<file path="src/rtl/mmc3_mapper_ctrl.sv">
// mmc3_mapper_ctrl: MMC3 (iNES mapper 004) register file, PRG/CHR bank
// translation, nametable mirroring and the A12-clocked scanline IRQ.
// ROM/RAM arrays live in the cart wrapper; this block only produces addresses.
module mmc3_mapper_ctrl #(
  parameter int PRG_ROM_DEPTH = 17,
  parameter int CHR_ROM_DEPTH = 17,
  parameter int A12_FILTER    = 3,
  parameter int IRQ_MODE      = 0
) (
  input  logic                     clk_cpu,
  input  logic                     rst_n,
  input  logic                     m2,
  input  logic [14:0]              cpu_addr,
  input  logic [7:0]               cpu_data_i,
  input  logic                     cpu_rw,
  input  logic                     romsel,
  output logic [PRG_ROM_DEPTH-1:0] prg_addr,
  output logic                     prg_ram_ce,
  output logic                     prg_ram_we,
  input  logic [13:0]              ppu_addr,
  output logic [CHR_ROM_DEPTH-1:0] chr_addr,
  output logic                     ciram_ce,
  output logic                     ciram_a10,
  output logic                     irq
);

  localparam int PRG_BW = PRG_ROM_DEPTH - 13;
  localparam int CHR_BW = CHR_ROM_DEPTH - 10;
  localparam int LOW_W  = $clog2(A12_FILTER + 2);
  localparam logic [LOW_W-1:0]  LOW_SAT  = LOW_W'(A12_FILTER);
  localparam logic [PRG_BW-1:0] PRG_LAST = {PRG_BW{1'b1}};
  localparam logic [PRG_BW-1:0] PRG_PREV = {{(PRG_BW-1){1'b1}}, 1'b0};

  // Register decode: {cpu_addr[14:13], cpu_addr[0]}.
  typedef enum logic [2:0] {
    REG_BANK_SEL   = 3'd0,  // $8000
    REG_BANK_DATA  = 3'd1,  // $8001
    REG_MIRROR     = 3'd2,  // $A000
    REG_RAM_CTL    = 3'd3,  // $A001
    REG_IRQ_LATCH  = 3'd4,  // $C000
    REG_IRQ_RELOAD = 3'd5,  // $C001
    REG_IRQ_DIS    = 3'd6,  // $E000
    REG_IRQ_EN     = 3'd7   // $E001
  } reg_sel_e;

  // Configuration state
  logic [7:0]       r_bank [8];
  logic [2:0]       r_index;
  logic             r_prg_mode, r_chr_inv, r_mirror, r_ram_en, r_ram_wp;
  // IRQ state
  logic [7:0]       r_irq_latch, r_counter;
  logic             r_reload, r_irq_en, r_pend;
  logic [LOW_W-1:0] r_lowcnt;
  logic             r_a12_q, r_m2;

  logic             w_m2_rise, w_wstb, w_reg_wr;
  reg_sel_e         w_reg_sel;
  logic             w_wr_reload, w_wr_irq_dis;
  logic             w_a12_rise, w_cnt_clk, w_pend_set;
  logic [7:0]       w_cnt_next;
  logic [PRG_BW-1:0] w_prg_bank;
  logic [CHR_BW-1:0] w_chr_bank;
  logic [2:0]       w_chr_slot;
  logic             w_ram_sel;

  assign w_m2_rise    = m2 & ~r_m2;
  assign w_wstb       = w_m2_rise & ~cpu_rw;
  assign w_reg_wr     = w_wstb & ~romsel;
  assign w_reg_sel    = reg_sel_e'({cpu_addr[14:13], cpu_addr[0]});
  assign w_wr_reload  = w_reg_wr && (w_reg_sel == REG_IRQ_RELOAD);
  assign w_wr_irq_dis = w_reg_wr && (w_reg_sel == REG_IRQ_DIS);

  // A $C001 write in the same cycle drops the counter clock entirely.
  assign w_a12_rise = ppu_addr[12] & ~r_a12_q;
  assign w_cnt_clk  = w_a12_rise && (r_lowcnt >= LOW_SAT) && !w_wr_reload;

  // Bank/mode/mirroring/RAM-control registers written by the CPU
  always_ff @(posedge clk_cpu) begin
    // NOTE: state registers use non-blocking assignments so every flop samples pre-edge values.
    if (!rst_n) begin
      // NOTE: the eight bank registers form a small flop array, not a RAM macro, so resetting them is cheap and gives a known power-up map.
      for (int i = 0; i < 8; i++) r_bank[i] <= '0;
      r_index    <= '0;
      r_prg_mode <= 1'b0;
      r_chr_inv  <= 1'b0;
      r_mirror   <= 1'b0;
      r_ram_en   <= 1'b0;
      r_ram_wp   <= 1'b0;
    end else if (w_reg_wr) begin
      case (w_reg_sel)
        REG_BANK_SEL: begin
          r_index    <= cpu_data_i[2:0];
          r_prg_mode <= cpu_data_i[6];
          r_chr_inv  <= cpu_data_i[7];
        end
        REG_BANK_DATA: r_bank[r_index] <= cpu_data_i;
        REG_MIRROR:    r_mirror <= cpu_data_i[0];
        REG_RAM_CTL: begin
          r_ram_en <= cpu_data_i[7];
          r_ram_wp <= cpu_data_i[6];
        end
        default: ;
      endcase
    end
  end

  // Next counter value and pend-set condition for a counter clock
  always_comb begin
    // NOTE: every variable gets a default first so no path leaves it unassigned (no latch).
    w_cnt_next = r_counter;
    w_pend_set = 1'b0;
    if (w_cnt_clk) begin
      if (r_counter == 8'd0 || r_reload) w_cnt_next = r_irq_latch;
      else                               w_cnt_next = r_counter - 8'd1;
      if (IRQ_MODE == 0)
        w_pend_set = (w_cnt_next == 8'd0) && r_irq_en;
      else
        w_pend_set = (w_cnt_next == 8'd0) && (r_counter != 8'd0 || r_reload) && r_irq_en;
    end
  end

  // Edge detectors, A12 low-time filter, scanline counter and IRQ pend
  always_ff @(posedge clk_cpu) begin
    if (!rst_n) begin
      r_m2        <= 1'b0;
      r_a12_q     <= 1'b0;
      r_lowcnt    <= '0;
      r_irq_latch <= '0;
      r_counter   <= '0;
      r_reload    <= 1'b0;
      r_irq_en    <= 1'b0;
      r_pend      <= 1'b0;
    end else begin
      r_m2    <= m2;
      r_a12_q <= ppu_addr[12];

      if (r_a12_q)                               r_lowcnt <= '0;
      else if (w_m2_rise && r_lowcnt < LOW_SAT)  r_lowcnt <= r_lowcnt + LOW_W'(1);

      if (w_reg_wr && w_reg_sel == REG_IRQ_LATCH) r_irq_latch <= cpu_data_i;

      if (w_wr_reload) begin
        r_counter <= '0;
        r_reload  <= 1'b1;
      end else if (w_cnt_clk) begin
        r_counter <= w_cnt_next;
        r_reload  <= 1'b0;
      end

      // Acknowledge beats a pend set in the same cycle.
      if (w_wr_irq_dis) begin
        r_irq_en <= 1'b0;
        r_pend   <= 1'b0;
      end else begin
        if (w_reg_wr && w_reg_sel == REG_IRQ_EN) r_irq_en <= 1'b1;
        if (w_pend_set)                          r_pend   <= 1'b1;
      end
    end
  end

  // PRG window -> 8 KB bank; the fixed windows point at the device's top banks
  always_comb begin
    case (cpu_addr[14:13])
      2'b00:   w_prg_bank = r_prg_mode ? PRG_PREV : r_bank[6][PRG_BW-1:0];
      2'b01:   w_prg_bank = r_bank[7][PRG_BW-1:0];
      2'b10:   w_prg_bank = r_prg_mode ? r_bank[6][PRG_BW-1:0] : PRG_PREV;
      default: w_prg_bank = PRG_LAST;
    endcase
  end

  // CHR 1 KB slot -> bank; slots 0-3 are two 2 KB pages built from R0/R1
  assign w_chr_slot = {ppu_addr[12] ^ r_chr_inv, ppu_addr[11:10]};
  always_comb begin
    case (w_chr_slot)
      3'd0, 3'd1: w_chr_bank = {r_bank[0][CHR_BW-1:1], ppu_addr[10]};
      3'd2, 3'd3: w_chr_bank = {r_bank[1][CHR_BW-1:1], ppu_addr[10]};
      3'd4:       w_chr_bank = r_bank[2][CHR_BW-1:0];
      3'd5:       w_chr_bank = r_bank[3][CHR_BW-1:0];
      3'd6:       w_chr_bank = r_bank[4][CHR_BW-1:0];
      default:    w_chr_bank = r_bank[5][CHR_BW-1:0];
    endcase
  end

  assign prg_addr   = {w_prg_bank, cpu_addr[12:0]};
  assign w_ram_sel  = romsel && (cpu_addr[14:13] == 2'b11);
  assign prg_ram_ce = w_ram_sel & r_ram_en;
  assign prg_ram_we = prg_ram_ce & ~cpu_rw & ~r_ram_wp;
  assign chr_addr   = {w_chr_bank, ppu_addr[9:0]};
  assign ciram_ce   = ~ppu_addr[13];
  assign ciram_a10  = r_mirror ? ppu_addr[11] : ppu_addr[10];
  assign irq        = r_pend;

endmodule

</file>
<file path="config.mk">
export PLATFORM = sky130hd
export DESIGN_NAME = mmc3_mapper_ctrl
export DESIGN_NICKNAME = d
export VERILOG_FILES = /design/src/rtl/mmc3_mapper_ctrl.sv
export SDC_FILE = /design/constraint.sdc
export NUM_CORES = 1
export LEC_CHECK = 0
export BUFFER_PORTS_ARGS = -buffer_cell sky130_fd_sc_hd__buf_2
export CAP_MARGIN = 20
export CORE_MARGIN = 3
export CORE_UTILIZATION = 38
export CTS_CLUSTER_DIAMETER = 50
export CTS_CLUSTER_SIZE = 16
export DETAILED_ROUTE_END_ITERATION = 16
export PLACE_DENSITY = 0.58
export SYNTH_ARGS = -nofsm -noshare
export SYNTH_HDL_FRONTEND = slang
export SYNTH_SLANG_ARGS = --single-unit
export TNS_END_PERCENT = 30
</file>
<file path="constraint.sdc">
create_clock -name clk_cpu -period 2.73 [get_ports clk_cpu]
set_input_delay 0.546 -clock clk_cpu [delete_from_list [all_inputs] [get_ports clk_cpu]]
set_output_delay 0.546 -clock clk_cpu [all_outputs]
set_load 0.02 [all_outputs]
</file>
Yosys cells after proc, flatten, opt, wreduce, memory -nomap -nowiden
Memories as Yosys holds them, arrays and structs flattened.
Cells that the tools add are included.
{"block": "op_classes", "bitwise": 15, "addsub": 2, "n_eq_ne": 16, "order_cmp": 2, "n_reduce_logical": 26, "muxes": 18}
{"op": "7-bit one-hot mux with 5 select lines", "count": 1}
{"op": "8-bit two-way mux", "count": 3}
{"op": "3-bit == test (second input constant)", "count": 7}
{"op": "8-bit logical NOT", "count": 2}
{"op": "3-bit by 2-bit == test with 1-bit output (second input constant)", "count": 4}
{"op": "4-bit one-hot mux with 3 select lines", "count": 1}
{"op": "1-bit two-way mux", "count": 10}
{"op": "2-bit OR reduction", "count": 5}
{"op": "1-bit logical AND", "count": 9}
{"op": "4-bit two-way mux", "count": 2}
{"op": "8-bit OR reduction", "count": 1}
{"op": "8-bit by 1-bit subtractor with 8-bit output (second input constant)", "count": 1}
{"op": "1-bit AND", "count": 7}
{"op": "1-bit NOT", "count": 7}
{"op": "3-bit by 1-bit == test with 1-bit output (second input constant)", "count": 2}
{"op": "3-bit logical NOT", "count": 2}
{"op": "2-bit AND reduction", "count": 3}
{"op": "2-bit == test (second input constant)", "count": 2}
{"op": "3-bit by 1-bit adder with 3-bit output (second input constant)", "count": 1}
{"op": "3-bit by 2-bit >= comparator with 1-bit output (second input constant)", "count": 1}
{"op": "3-bit by 2-bit less-than comparator with 1-bit output (second input constant)", "count": 1}
{"op": "3-bit two-way mux", "count": 1}
{"op": "2-bit by 1-bit == test with 1-bit output (second input constant)", "count": 1}
{"op": "2-bit logical NOT", "count": 1}
{"op": "other kinds (4)", "count": 4}
{"block": "totals", "input_bits": 42, "n_memories": 1, "out_inout_bits": 39, "ff_bits": 32, "ramBits": 64}
{"memory": "r_bank", "words": 8, "word_bits": 8, "rd": 8, "rd_clocked_by_memory_dff": 0, "write_ports": 8, "line": "47", "rtl": "logic [7:0] r_bank [8];"}

Depth between registers and ports, before layout
Gate-level depths: netlist (run 1).
{"block": "depth", "ltp_word": 11, "depth_mapped": 9, "ltp_nobuf": 8}

Least setup slack after synthesis (run 1)
No wires, ideal clock.
{"block": "synth_timing", "path_type": "in2out", "startpoint": "in ppu_addr[11]", "endpoint": "out chr_addr[10]", "required_ns": 2.184, "path_buffers": 2, "slack_ns": 0.462, "path_stages": 5, "arrival_ns": 1.722, "cell_sequence": "clkbuf_1 -> clkbuf_1 -> nand3_1 -> o22ai_1 -> nor2_1"}
{"block": "synth_via", "elab_chain_len": 3, "word_cells_on_any_way": 10, "classes_between": "eq/ne: 6; mux: 1; reduce/logical: 3"}
{"item": "start, declared", "line": "20", "rtl": "input logic [13:0] ppu_addr,"}
{"item": "3-bit by 2-bit == test with 1-bit output, or another cell as far along", "line": "174", "rtl": "case (w_chr_slot)"}
{"item": "2-bit OR reduction", "line": "174"}
{"item": "7-bit one-hot mux with 5 select lines *", "line": "174"}
{"item": "end, declared", "line": "21", "rtl": "output logic [CHR_ROM_DEPTH-1:0] chr_addr,"}
Every way passes the cells marked *; elsewhere a longest branch is shown, timed or not.

Final worst setup path (run 1)
{"block": "layout_timing", "startpoint": "reg r_chr_inv", "endpoint": "out chr_addr[12]"}
{"block": "layout_via", "elab_chain_len": 4, "word_cells_on_any_way": 11, "classes_between": "eq/ne: 6; mux: 1; bitwise: 1; reduce/logical: 3"}
{"item": "start, declared", "line": "49", "rtl": "logic r_prg_mode, r_chr_inv, r_mirror, r_ram_en, r_ram_wp;"}
{"item": "start signal, assigned", "line": "94", "rtl": "r_chr_inv <= cpu_data_i[7];"}
{"item": "1-bit bitwise XOR *", "line": "172", "rtl": "assign w_chr_slot = {ppu_addr[12] ^ r_chr_inv, ppu_addr[11:10]};"}
{"item": "3-bit by 2-bit == test with 1-bit output, or another cell as far along", "line": "174"}
{"item": "2-bit OR reduction", "line": "174"}
{"item": "7-bit one-hot mux with 5 select lines *", "line": "174"}
Marks and branches as above.

==> results.yml, run 1 <==
status:
  status: "completed"
clocking:
  cts-htree-levels: 3
  clock_sinks: 80
  cts_root_buf: "clkbuf_8"
  cts-resized-gates: 0
  cts_buffers: 9
  clock_latency_ns: 0.35
  cts_setup_buffers: 0
  clk_pin_slew_ns: 0.08
  ctsHoldBuffers: 0
  clockBufferDepth: 2
  cts_tree: "yes"
timing:
  slew_headroom: 0.4726
  finalSetupTns_ns: 0
  setup_ws_ns: 0.3317
  setup_viol: 0
  rsz0062_at_grt: "no"
  hold_viol_final: 0
  fin_crit_sh: 0.8785
  drv_slew: 0
  finalClockSkew_ns: 0.009545
  hold_ws_ns: 0.4254
  max_freq_ghz: 0.4170
  worst_slew_pin_slew_ns: 0.7911
  layout_min_cycle_time_ns: 2.398
power:
  power.net_switching_mw: 0.5853
  p_leak_nw: 1.737
  p_seq_frac: 0.524
  power_density_nw_per_um2: 555.8
  ir_worst_vdd_mv: 0.2528
  combPwrFrac: 0.090
  p_int_mw: 1.929
  clkPwrFrac: 0.386
  switching_share: 0.2328
  power_mw: 2.515
floorplan:
  start_util: 0.3926
  dieArea_um2: 12040
  ios: 81
  fp.dieH_um: 109.7
  coreArea_um2: 10420
  rows: 37
  die_w_um: 109.7
detailed_routing:
  drtPass1Iterations: 4
  ant_nets: 0
  wl_per_cell_um: 15.98
  drt_iter0_markers: 157
  routed_wl_um: 8950
  viasPerCell: 5.052
  drc: 0
  vias: 2829
logic_synthesis:
  yosys.area.top_type: "edfxtp_1"
  synth_top_area_frac: 0.3525
  synth.cell_area_um2: 4089
  synth_async_sr_flop_share: 0
  synth_nets: 440
  synthTopCellsByArea: "edfxtp_1, dfxtp_1, and2_1"
  ys.flop_type: "edfxtp_1"
  synth_edf_count: 48
  ys_ff_latch: 80
  synth_cells: 394
  yosysSeqAreaShare: 0.5092
  syn-mean-instance-area_um2: 10.38
  synth_cell_type_count: 50
  ys_warn_count: 0
placement:
  place_inst: 544
  dpl_cell_area_um2: 4303
  dpl.hpwl_um: 6320
  portBuffers: 36
  pre_cts_slack_ns: 0.1686
  globalplace.congestion: 0.8322
global_routing:
  grt_pass1_wl_um: 14080
  grt_max_degree: 23
  grt.total_usage: 0.1574
  first_global_vias: 2726
  grt.overflow.total: 0
  antenna_found_initial: 0
final_layout:
  antenna_cells: 0
  drive_above_1_share: 0.1840
  fin_area_um2: 4524
  multiInputGateArea_um2: 1758
  fillers: 1045
  layout_common_cells: "and2_1, edfxtp_1, buf_2"
  final_cells: 560
  area_growth_pct: 10.65
  fin_nets: 465
  fin_util: 0.4344
  seq_area_um2: 2082
  final_common_cell: "and2_1"
setup_path:
  path_max_fanout: 10
  required_ns: 2.18
  endpoint_kind: "primary output"
  arrival_ns: 1.85
  start_kind: "flip-flop"
  criticalPathCategory: "flip-flop to primary output"
flow_run:
  drv_cap: 0
hold_path:
  hold_path.class: "input pin to flip-flop"
-- worst paths after layout --
| check | start | to | slack [ns] | depth (start not counted) |
|---|---|---|---|---|
| setup reg to reg | r_counter[0] | irq | 0.41 | 8 |
| hold reg to reg | r_irq_en | irq | 0.50 | 2 |
| hold / removal | m2 | r_m2 | 0.43 | 2 |
| setup / recovery | r_chr_inv | chr_addr[12] | 0.33 | 6 |
-- layout make-up --
class,count,area share
clock buffers,12,0.03208
clock inverters,4,0.01687
inverters,8,0.006637
multi-input cells,273,0.3886
flip-flops and latches,80,0.4602
well taps,136,0.03761
repair buffers,47,0.05808
-- cell families (layout without fill, tap and decap cells) --
group | Yosys count | after routing | share of synthesized area
AND/OR/NAND/NOR | 166 | 166 | 0.2332
flip-flops | 80 | 80 | 0.5092
AO/OA/AOI/OAI | 71 | 71 | 0.1080
buffers and inverters | 41 | 71 | 0.06089
multiplexers | 25 | 25 | 0.06151
XOR/XNOR | 7 | 7 | 0.01499
adder cells (fa/ha/maj) | 4 | 4 | 0.01224
-- sequential cells by signal, summed over array words and instances, names as in the netlist, 3 cells and up --
name         count
r_bank          48
r_counter        8
r_index          3
r_irq_latch      8
r_lowcnt         3
-- per-layer routing --
metal / track usage / vias to the layer above / share of wire / wire, µm
met5: 0 / - / 0 / 0
li1: - / 1405 / - / -
met3: 0.02936 / 15 / 0.031 / 276
met2: 0.2598 / 76 / 0.49 / 4401
met4: 0.06144 / 0 / 0.017 / 153
met1: 0.2045 / 1333 / 0.46 / 4118
-- power groups by stage --
stage / Sequential (mW) / Clock, mW / Combinational [mW]
floorplan: 1.34 / 0 / 0.190
global placement: 1.34 / 0 / 0.227
detailed placement: 1.34 / 0 / 0.229
CTS: 1.32 / 0.994 / 0.230
global route: 1.32 / 1.05 / 0.248
finish: 1.32 / 0.971 / 0.227
-- cell usage after synthesis, drive strengths merged, types with 2 or more instances --
master	count
inv	8
clkbuf	8
buf	25
mux2i	24
xor2	4
nor3	7
nand3	2
nor2	28
xnor2	3
dfxtp	32
o31ai	3
ha	4
o21a	2
a21oi	22
o22ai	3
and2	51
o32a	3
a22oi	6
nor3b	2
edfxtp	48
nor2b	20
o21ai	27
nand2b	11
nand2	35
nor4	2
nand4	3
-- critical path, cell delays in order (launching register included) --
cell and delay, ns:
dfxtp_1 0.34, xor2_1 0.16, buf_4 0.17, nor2_1 0.30
a22oi_1 0.17, a21oi_1 0.17, buf_2 0.18
No activity file was read; power rests on OpenSTA's default activity.
==> run 2: changes to the inputs <==
==> constraint.sdc (replaced) <==
create_clock -name clk_cpu -period 2.73 [get_ports clk_cpu]
set_input_delay 0.546 -clock clk_cpu [delete_from_list [all_inputs] [get_ports clk_cpu]]
set_output_delay 0.546 -clock clk_cpu [all_outputs]
set_load 0.005 [all_outputs]
==> run 2 against run 1 <==
Wire length fell by 2.2%. Clock skew shrank 0.00075 ns. Worst hold slack better by 0.0066 ns. Cell count unchanged. Total power decreased by 1.6%. Maximum frequency up 2.3%. Sequential share of layout area hardly changed. Register-to-register slack worse by 0.02 ns. Critical path depth is the same. Critical path type unchanged. Critical endpoint is now chr_addr[13]. Largest power group unchanged.
==> results.yml, run 2 (same netlist as run 1, synthesis figures left out) <==
final_layout:
  fillers: 1023
  antenna_cells: 0
  final_common_cell: "and2_1"
  top_register: "r_bank"
  fin_nets: 465
  area_growth_pct: 10.59
  layout_common_cells: "and2_1, edfxtp_1, buf_2"
  drive_above_1_share: 0.1863
  reg_top3: "r_bank (48), r_counter (8), r_irq_latch (8)"
  final_cells: 560
  largest_reg_flops: 48
setup_path:
  criticalPathCategory: "flip-flop to primary output"
  endpoint_kind: "primary output"
  arrival_ns: 1.80
  cp_slowest_cell: "dfxtp_1"
  required_ns: 2.18
  path_max_fanout: 10
  rrSetupSlack_ns: 0.39
  r2r_cells: 8
  start_kind: "flip-flop"
  cp_slowest_stage_delay_ns: 0.36
  worstPathCellList: "xor2_1 -> buf_4 -> nor2_1 -> a22oi_1 -> a21oi_1 -> buf_2"
  r2r-end: "irq"
  timing.rr.start: "r_counter[0]"
clocking:
  clock_sinks: 80
  clock_latency_ns: 0.35
  cts-htree-levels: 3
  cts_tree: "yes"
  cts_root_buf: "clkbuf_8"
  clockBufferDepth: 2
  cts_setup_buffers: 0
  clk_pin_slew_ns: 0.08
  cts_buffers: 9
  ctsHoldBuffers: 0
  cts-resized-gates: 0
detailed_routing:
  vias: 2779
  ant_nets: 0
  wl_per_cell_um: 15.63
  drt_iter0_markers: 154
  drtPass1Iterations: 4
  routed_wl_um: 8750
  drc: 0
  viasPerCell: 4.963
timing:
  worst_slew_pin_slew_ns: 0.8094
  fin_crit_sh: 0.8591
  rsz0062_at_grt: "no"
  layout_min_cycle_time_ns: 2.345
  setup_viol: 0
  drv_slew: 0
  finalSetupTns_ns: 0
  finalClockSkew_ns: 0.008798
  slew_headroom: 0.4604
  hold_viol_final: 0
  max_freq_ghz: 0.4264
power:
  ir_worst_vdd_mv: 0.2662
  p_leak_nw: 1.741
  power_density_nw_per_um2: 547.3
hold_path:
  hold_path.class: "input pin to flip-flop"
  min_from: "m2"
  hold_path_depth: 2
  hold_end: "r_m2"
status:
  status: "completed"
placement:
  dpl.hpwl_um: 6274
  portBuffers: 36
  place_inst: 544
  globalplace.congestion: 0.7999
floorplan:
  fp.dieH_um: 109.7
  coreArea_um2: 10420
  ios: 81
  rows: 37
  dieArea_um2: 12040
  start_util: 0.3926
  die_w_um: 109.7
global_routing:
  grt_max_degree: 23
  first_global_vias: 2732
  antenna_found_initial: 0
  grt_pass1_wl_um: 14090
  grt.overflow.total: 0
  grt.total_usage: 0.1569
flow_run:
  drv_cap: 0
==> run 2: cell types whose count changed in the layout (fill, tap and decap cells not counted) <==
cell	delta
clkinvlp_4	-1
clkinv_1	+1
clkbuf_1	-2
clkinv_2	+1
clkinv_4	+2
clkbuf_8	-1
==> run 2: critical path: cells and delay by family, from the launching register on <==
kind | cells | cell delay, ns
AO/OA/AOI/OAI | 2 | 0.32
flip-flops | 1 | 0.36
XOR/XNOR | 1 | 0.17
AND/OR/NAND/NOR | 1 | 0.30
buffers and inverters | 2 | 0.30
==> run 2: worst max-delay path by stage <==
| stage | from | end | slack [ns] |
|---|---|---|---|
| final | r_chr_inv | chr_addr[13] | 0.38 |
| after global routing | r_chr_inv | chr_addr[13] | 0.17 |
| after CTS | r_chr_inv | chr_addr[10] | 0.38 |
| after detailed placement | romsel | r_bank[1][2] | 0.24 |
| after global placement | romsel | r_bank[1][1] | 0.32 |
| after floorplan | romsel | r_bank[2][0] | 0.47 |
==> run 2: cell type report <==
class	instances	area [µm²]	area share
clock buffer	9	123.9	0.02739
clock inverter	7	95.09	0.02103
inverter	8	30.03	0.006641
multi-input combinational	273	1758	0.3888
sequential	80	2082	0.4604
tap	136	170.2	0.03763
timing repair buffer	47	262.8	0.05811
==> run 2: through the flow <==
stage                     setup WS, ns  instance area [µm²]  power, mW  hold slack, ns  utilization
after detailed placement        0.2445                 4303      1.553          0.4652       0.4131
after floorplan                 0.4720                 4089      1.489          0.4581            -
after global placement          0.3238                 4303      1.550          0.4779       0.4131
final                           0.3847                 4522      2.475          0.4319       0.4341
after global routing            0.1722                 4522      2.584          0.4433       0.4341
after CTS                       0.3758                 4522      2.506          0.4137       0.4341
==> run 2: report_power, final <==
group	internal [mW]	switching [mW]	total (mW)
combinational	0.0808	0.125	0.205
sequential	1.30	0.0134	1.32
clock	0.516	0.436	0.953
total	1.90	0.574	2.47
==> run 2: per-layer routing <==
layer / track usage / share of wire / vias up
met5: 0 / 0 / -
met4: 0.08459 / 0.032 / 0
met2: 0.2541 / 0.49 / 74
met3: 0.02173 / 0.038 / 26
li1: - / - / 1409
met1: 0.2029 / 0.44 / 1270
